==> config.mk <==
export PLATFORM = sky130hd
export DESIGN_NAME = intsrc_adapter
export DESIGN_NICKNAME = d
export VERILOG_FILES = /design/src/rtl/intsrc_adapter.sv
export SDC_FILE = /design/constraint.sdc
export NUM_CORES = 1
export LEC_CHECK = 0
export BUFFER_PORTS_ARGS = -buffer_cell sky130_fd_sc_hd__clkbuf_2
export CAP_MARGIN = 25
export CORE_MARGIN = 3
export CORE_UTILIZATION = 30
export CTS_BUF_LIST = sky130_fd_sc_hd__clkbuf_4 sky130_fd_sc_hd__clkbuf_8
export DETAILED_ROUTE_END_ITERATION = 6
export PLACE_DENSITY = 0.54
export SYNTH_ARGS = -nofsm -noshare
export SYNTH_HDL_FRONTEND = slang
export SYNTH_SLANG_ARGS = --single-unit
==> constraint.sdc <==
create_clock -name clk_i -period 1.6 [get_ports clk_i]
set_input_delay 0.08 -clock clk_i [delete_from_list [all_inputs] [get_ports clk_i]]
set_output_delay 0.08 -clock clk_i [all_outputs]
set_load 0.005 [all_outputs]
==> src/rtl/intsrc_adapter.sv <==
// intsrc_adapter: per-line edge/level capture, pending latch, mask and request/ready handshake behind a pi1 register port.
// Define INTSRC_ADAPTER_SYNC_EN to add a two-flop synchronizer in front of the irq sample flops.
module intsrc_adapter #(
  parameter int INTCOUNT  = 8,
  parameter int ARCHBITSZ = 32,
  parameter int ADDRBITSZ = ARCHBITSZ - $clog2(ARCHBITSZ/8)
) (
  input  logic                   rst_i,
  input  logic                   clk_i,
  input  logic [1:0]             pi1_op_i,
  input  logic [ADDRBITSZ-1:0]   pi1_addr_i,
  input  logic [ARCHBITSZ-1:0]   pi1_data_i,
  output logic [ARCHBITSZ-1:0]   pi1_data_o,
  input  logic [ARCHBITSZ/8-1:0] pi1_sel_i,
  output logic                   pi1_rdy_o,
  output logic [ADDRBITSZ-1:0]   pi1_mapsz_o,
  input  logic [INTCOUNT-1:0]    irq_i,
  output logic [INTCOUNT-1:0]    intrqstsrc_o,
  input  logic [INTCOUNT-1:0]    intrdysrc_i
);
  localparam logic [1:0] IDLE = 2'd0, RQST = 2'd1, ACKW = 2'd2;
  logic [1:0] r_st [INTCOUNT];
  logic [1:0] w_st_nxt [INTCOUNT];
  logic [INTCOUNT-1:0] r_mask, r_mode, r_pend, r_irq_s, r_irq_p;
  logic [INTCOUNT-1:0] w_in, w_wd, w_edge, w_hs, w_w1c, w_chg, w_pend_nxt, w_stat, w_rd;
  logic [ARCHBITSZ-1:0] r_data;
  logic [1:0] w_addr;
  logic w_wr, w_rd_en, w_unused;
`ifdef INTSRC_ADAPTER_SYNC_EN
  logic [INTCOUNT-1:0] r_sync1;
  always_ff @(posedge clk_i) r_sync1 <= rst_i ? '0 : irq_i;
  assign w_in = r_sync1;
`else
  assign w_in = irq_i;
`endif
  assign w_unused     = ^{pi1_sel_i, pi1_addr_i, pi1_data_i};
  assign pi1_rdy_o    = 1'b1;
  assign pi1_mapsz_o  = ADDRBITSZ'(4);
  assign pi1_data_o   = r_data;
  assign w_addr       = pi1_addr_i[1:0];
  assign w_wr         = pi1_op_i[0];
  assign w_rd_en      = pi1_op_i[1];
  assign w_wd         = pi1_data_i[INTCOUNT-1:0];
  assign w_edge       = r_irq_s & ~r_irq_p;
  assign w_w1c        = (w_wr && w_addr == 2'd2) ? w_wd & r_mode : '0;
  assign w_chg        = (w_wr && w_addr == 2'd1) ? w_wd ^ r_mode : '0;
  // a new edge outranks both clears; a mode change discards whatever was pending
  assign w_pend_nxt   = ~w_chg & ((r_mode & (w_edge | (r_pend & ~w_w1c & ~w_hs))) | (~r_mode & r_irq_s));
  assign w_rd         = w_addr == 2'd0 ? r_mask : w_addr == 2'd1 ? r_mode : w_addr == 2'd2 ? r_pend : w_stat;
  always_ff @(posedge clk_i) begin
    if (rst_i) begin
      r_mask  <= '0;
      r_mode  <= '0;
      r_pend  <= '0;
      r_irq_s <= '0;
      r_irq_p <= '0;
      r_data  <= '0;
    end else begin
      r_irq_s <= w_in;
      r_irq_p <= (w_chg & w_in) | (~w_chg & r_irq_s);
      r_pend  <= w_pend_nxt;
      if (w_wr && w_addr == 2'd0) r_mask <= w_wd;
      if (w_wr && w_addr == 2'd1) r_mode <= w_wd;
      if (w_rd_en) r_data <= ARCHBITSZ'(w_rd);
    end
  end
  always_ff @(posedge clk_i)
    for (int i = 0; i < INTCOUNT; i++) r_st[i] <= rst_i ? IDLE : w_st_nxt[i];
  always_comb
    for (int i = 0; i < INTCOUNT; i++)
      w_st_nxt[i] = r_st[i] == IDLE ? ((r_pend[i] & r_mask[i]) ? RQST : IDLE) :
                    r_st[i] == RQST ? (intrdysrc_i[i] ? RQST : ACKW) :
                    (intrdysrc_i[i] ? IDLE : ACKW);
  always_comb begin
    intrqstsrc_o = '0;
    w_hs         = '0;
    w_stat       = '0;
    for (int i = 0; i < INTCOUNT; i++) begin
      intrqstsrc_o[i] = r_st[i] == RQST;
      w_hs[i]         = r_st[i] == RQST && !intrdysrc_i[i];
      w_stat[i]       = r_st[i] != IDLE;
    end
  end
endmodule

==> impl_results.md <==
- Status: finished, final reports clean
- CTS resizes: 0
- Ys flop type: dfxtp_1
- Cell area power density: approximately 860 mW/mm²
- Cts-stage hold buffer count: 21
- Final setup viols: 0
- Avg Cell Area, Syn: 9.340 µm²
- Metal3 WL: around 380 µm
- Max-slew violation count: 0
- Critical Path AT: roughly 1.5 ns
- Seq/Total Area, Yosys: 0.3707
- Final worst slack: about 0.33 ns
- Hold Vio Cnt, Final: 0
- DR WL/cell: between 10 and 15 µm
- Initial antenna violation count: 0
- Worst hold path class: in2reg
- Ant. Diodes: 0
- GR Overflow Total: 0
- Gr usage total: 0.1177
- Fmax: just under 800 MHz
- Largest net degree at the start of global routing: between 60 and 70
- Fin crit share: 0.7964
- Share of post-route cells with drive strength above 1: 0.2161
- Critical path peak fanout: 6
- Metal-1 WL: ~3400 µm
- Worst VDD drop: 278.4 µV
- Drt drc: 0
- Max cap viols: 0
- First-pass GRT wire length: ~12000 µm
- Asr flop ratio synth: 0
- Vias/cell: around 4.5
- Synthesized instance count: 370
- Top-Level Pins: approximately 160
- CTS root buf: clkbuf_8
- Clock sink count: 64
- Layout Nets: approximately 530
- Post-CTS setup buffer count: 0
- Place WS: 0.3592 ns
- Core Area: 0.01103 mm²
- Initial core utilization: 0.3133
- Yosys reg bits: 64
- Leakage: between 1.5 and 2 nW
- DRT Pass-1 Iters: 4
- Row cnt: 38
- CP Launch Type: flop
- Detailed Route Iter0 Violations: 57
- Vias in the first global route: 2494
- Cell area after placement: roughly 0.0036 mm²
- Distinct cells, synth: 32
- Fin crit period: between 1 and 1.5 ns
- Routed wire length: 7511 µm
- CP endpoint kind: flop
- Top sig layer: met4
- Commonest non-fill, non-tap cell in the layout: dfxtp_1
- Htree depth: 3
- Die Span X: ~110 µm
- Full die area: roughly 0.013 mm²
- Number of buffers created by CTS: 9
- Area growth from synthesis to layout: 14.59%
- CTS tree: done
- Via count: between 2k and 3k
- GP Congestion: roughly 0.76
- Port bufs: 45
- Met2 WL post-DR: roughly 3600 µm
- Clock latency on the worst-skew pair: between 0.3 and 0.4 ns
- CTS clk-pin slew, worst paths: around 0.070 ns
- Fin Clk Skew: 0.005988 ns
- Number of flops mapped to enable cells by yosys: 0
- Die height: ~110 µm
- Most frequent cells in the layout: dfxtp_1, conb_1, clkbuf_2
- Final antenna-violating net count: 0
- TNS Setup: 0 ns
- Syn Std Cell Area: between 0.003 and 0.004 mm²
- Total Power: ~0.0034 W
- Register-to-register path setup slack: 0.33 ns
- Design area: roughly 0.0040 mm²
- Setup CP Type: reg2reg
- Unrepaired setup endpoints after global routing: no
- WP data required: 1.83 ns
- Hpwl dp: slightly above 5000 µm
- Clock buffer depth: 2
- Warnings from Yosys: 0
## cell type report
cell class / count / area, µm²
timing repair buffer: 74 / 508.0
inverter: 8 / 30.03
sequential: 64 / 1281
fill: 1175 / 7071
clock buffer: 15 / 181.4
multi-input combinational: 274 / 1784
tap: 140 / 175.2
## state kept, by name, indices dropped and copies added (netlist names)
name,flops
r_mode,8
r_st,16
r_irq_p,8
r_mask,8
pi1_data_o,8
r_pend,8
r_irq_s,8
## cells by family after synthesis
family                     share of synthesized area
buffers and inverters                         0.1705
and+or+nand+nor                               0.2263
adders and majority gates                    0.02897
other                                       0.002173
DFF                                           0.3707
muxes                                        0.04634
AOI/OAI and AO/OA                             0.1550
## critical path, cell delays in order, from the launching register on
cell      delay [ns]
dfxtp_1         0.40
or3b_1          0.40
a41oi_1         0.29
a211oi_2        0.07
## per-layer routing
layer,GRT usage,vias to the layer above
met5,0,-
met4,0.05689,0
met3,0.02781,12
met2,0.1987,68
met1,0.1402,1200
li1,-,1314
## power by group
part | internal [W] | total [W] | switching [W]
clock | 0.000710 | 0.00131 | 0.000602
sequential | 0.00165 | 0.00168 | 0.0000337
combinational | 0.000184 | 0.000421 | 0.000237
total | 0.00254 | 0.00342 | 0.000872
## through the flow
step / hold slack, ns / std cells / utilization
final: 0.01411 / 575 / 0.3590
after global routing: 0.008469 / 575 / 0.3590
after global placement: 0.2798 / 539 / 0.3235
after floorplan: 0.1568 / 423 / -
after CTS: 0.003163 / 575 / 0.3590
after detailed placement: 0.2862 / 539 / 0.3235
## worst paths after layout
path                              start                     end  cells after the start
setup / recovery  r_st[3][0]$_SDFF_PP0_    r_pend[3]$_SDFF_PP0_                      3
setup reg to reg  r_st[3][0]$_SDFF_PP0_    r_pend[3]$_SDFF_PP0_                      3
hold reg to reg   r_irq_s[1]$_SDFF_PP0_   r_irq_p[1]$_SDFF_PP0_                      2
hold / removal            pi1_data_i[0]  r_mode[0]$_SDFFE_PP0N_                      3
## Yosys cell counts, types with 2 or more instances
cell | count | area [µm²]
a211oi_2 | 8 | 100.1
a21boi_0 | 8 | 60.06
a21oi_1 | 20 | 100.1
a21oi_2 | 4 | 35.03
a41oi_1 | 8 | 70.07
and3b_1 | 9 | 78.83
buf_1 | 4 | 15.01
buf_2 | 6 | 30.03
buf_4 | 59 | 442.9
buf_6 | 4 | 45.04
clkbuf_1 | 3 | 11.26
conb_1 | 2 | 7.510
dfxtp_1 | 64 | 1281
ha_1 | 8 | 100.1
inv_1 | 8 | 30.03
mux2i_1 | 16 | 160.2
nand2_1 | 16 | 60.06
nand3_1 | 4 | 20.02
nand3_2 | 4 | 40.04
nand4b_1 | 8 | 70.07
nor2_1 | 24 | 90.09
nor2b_1 | 16 | 100.1
nor3_1 | 16 | 80.08
nor3_2 | 8 | 80.08
nor3b_1 | 8 | 60.06
o21ai_0 | 14 | 70.07
o21ai_1 | 2 | 10.01
o221a_1 | 8 | 90.09
or3b_1 | 8 | 70.07
Note: power is estimated with default switching activity, not from simulation.
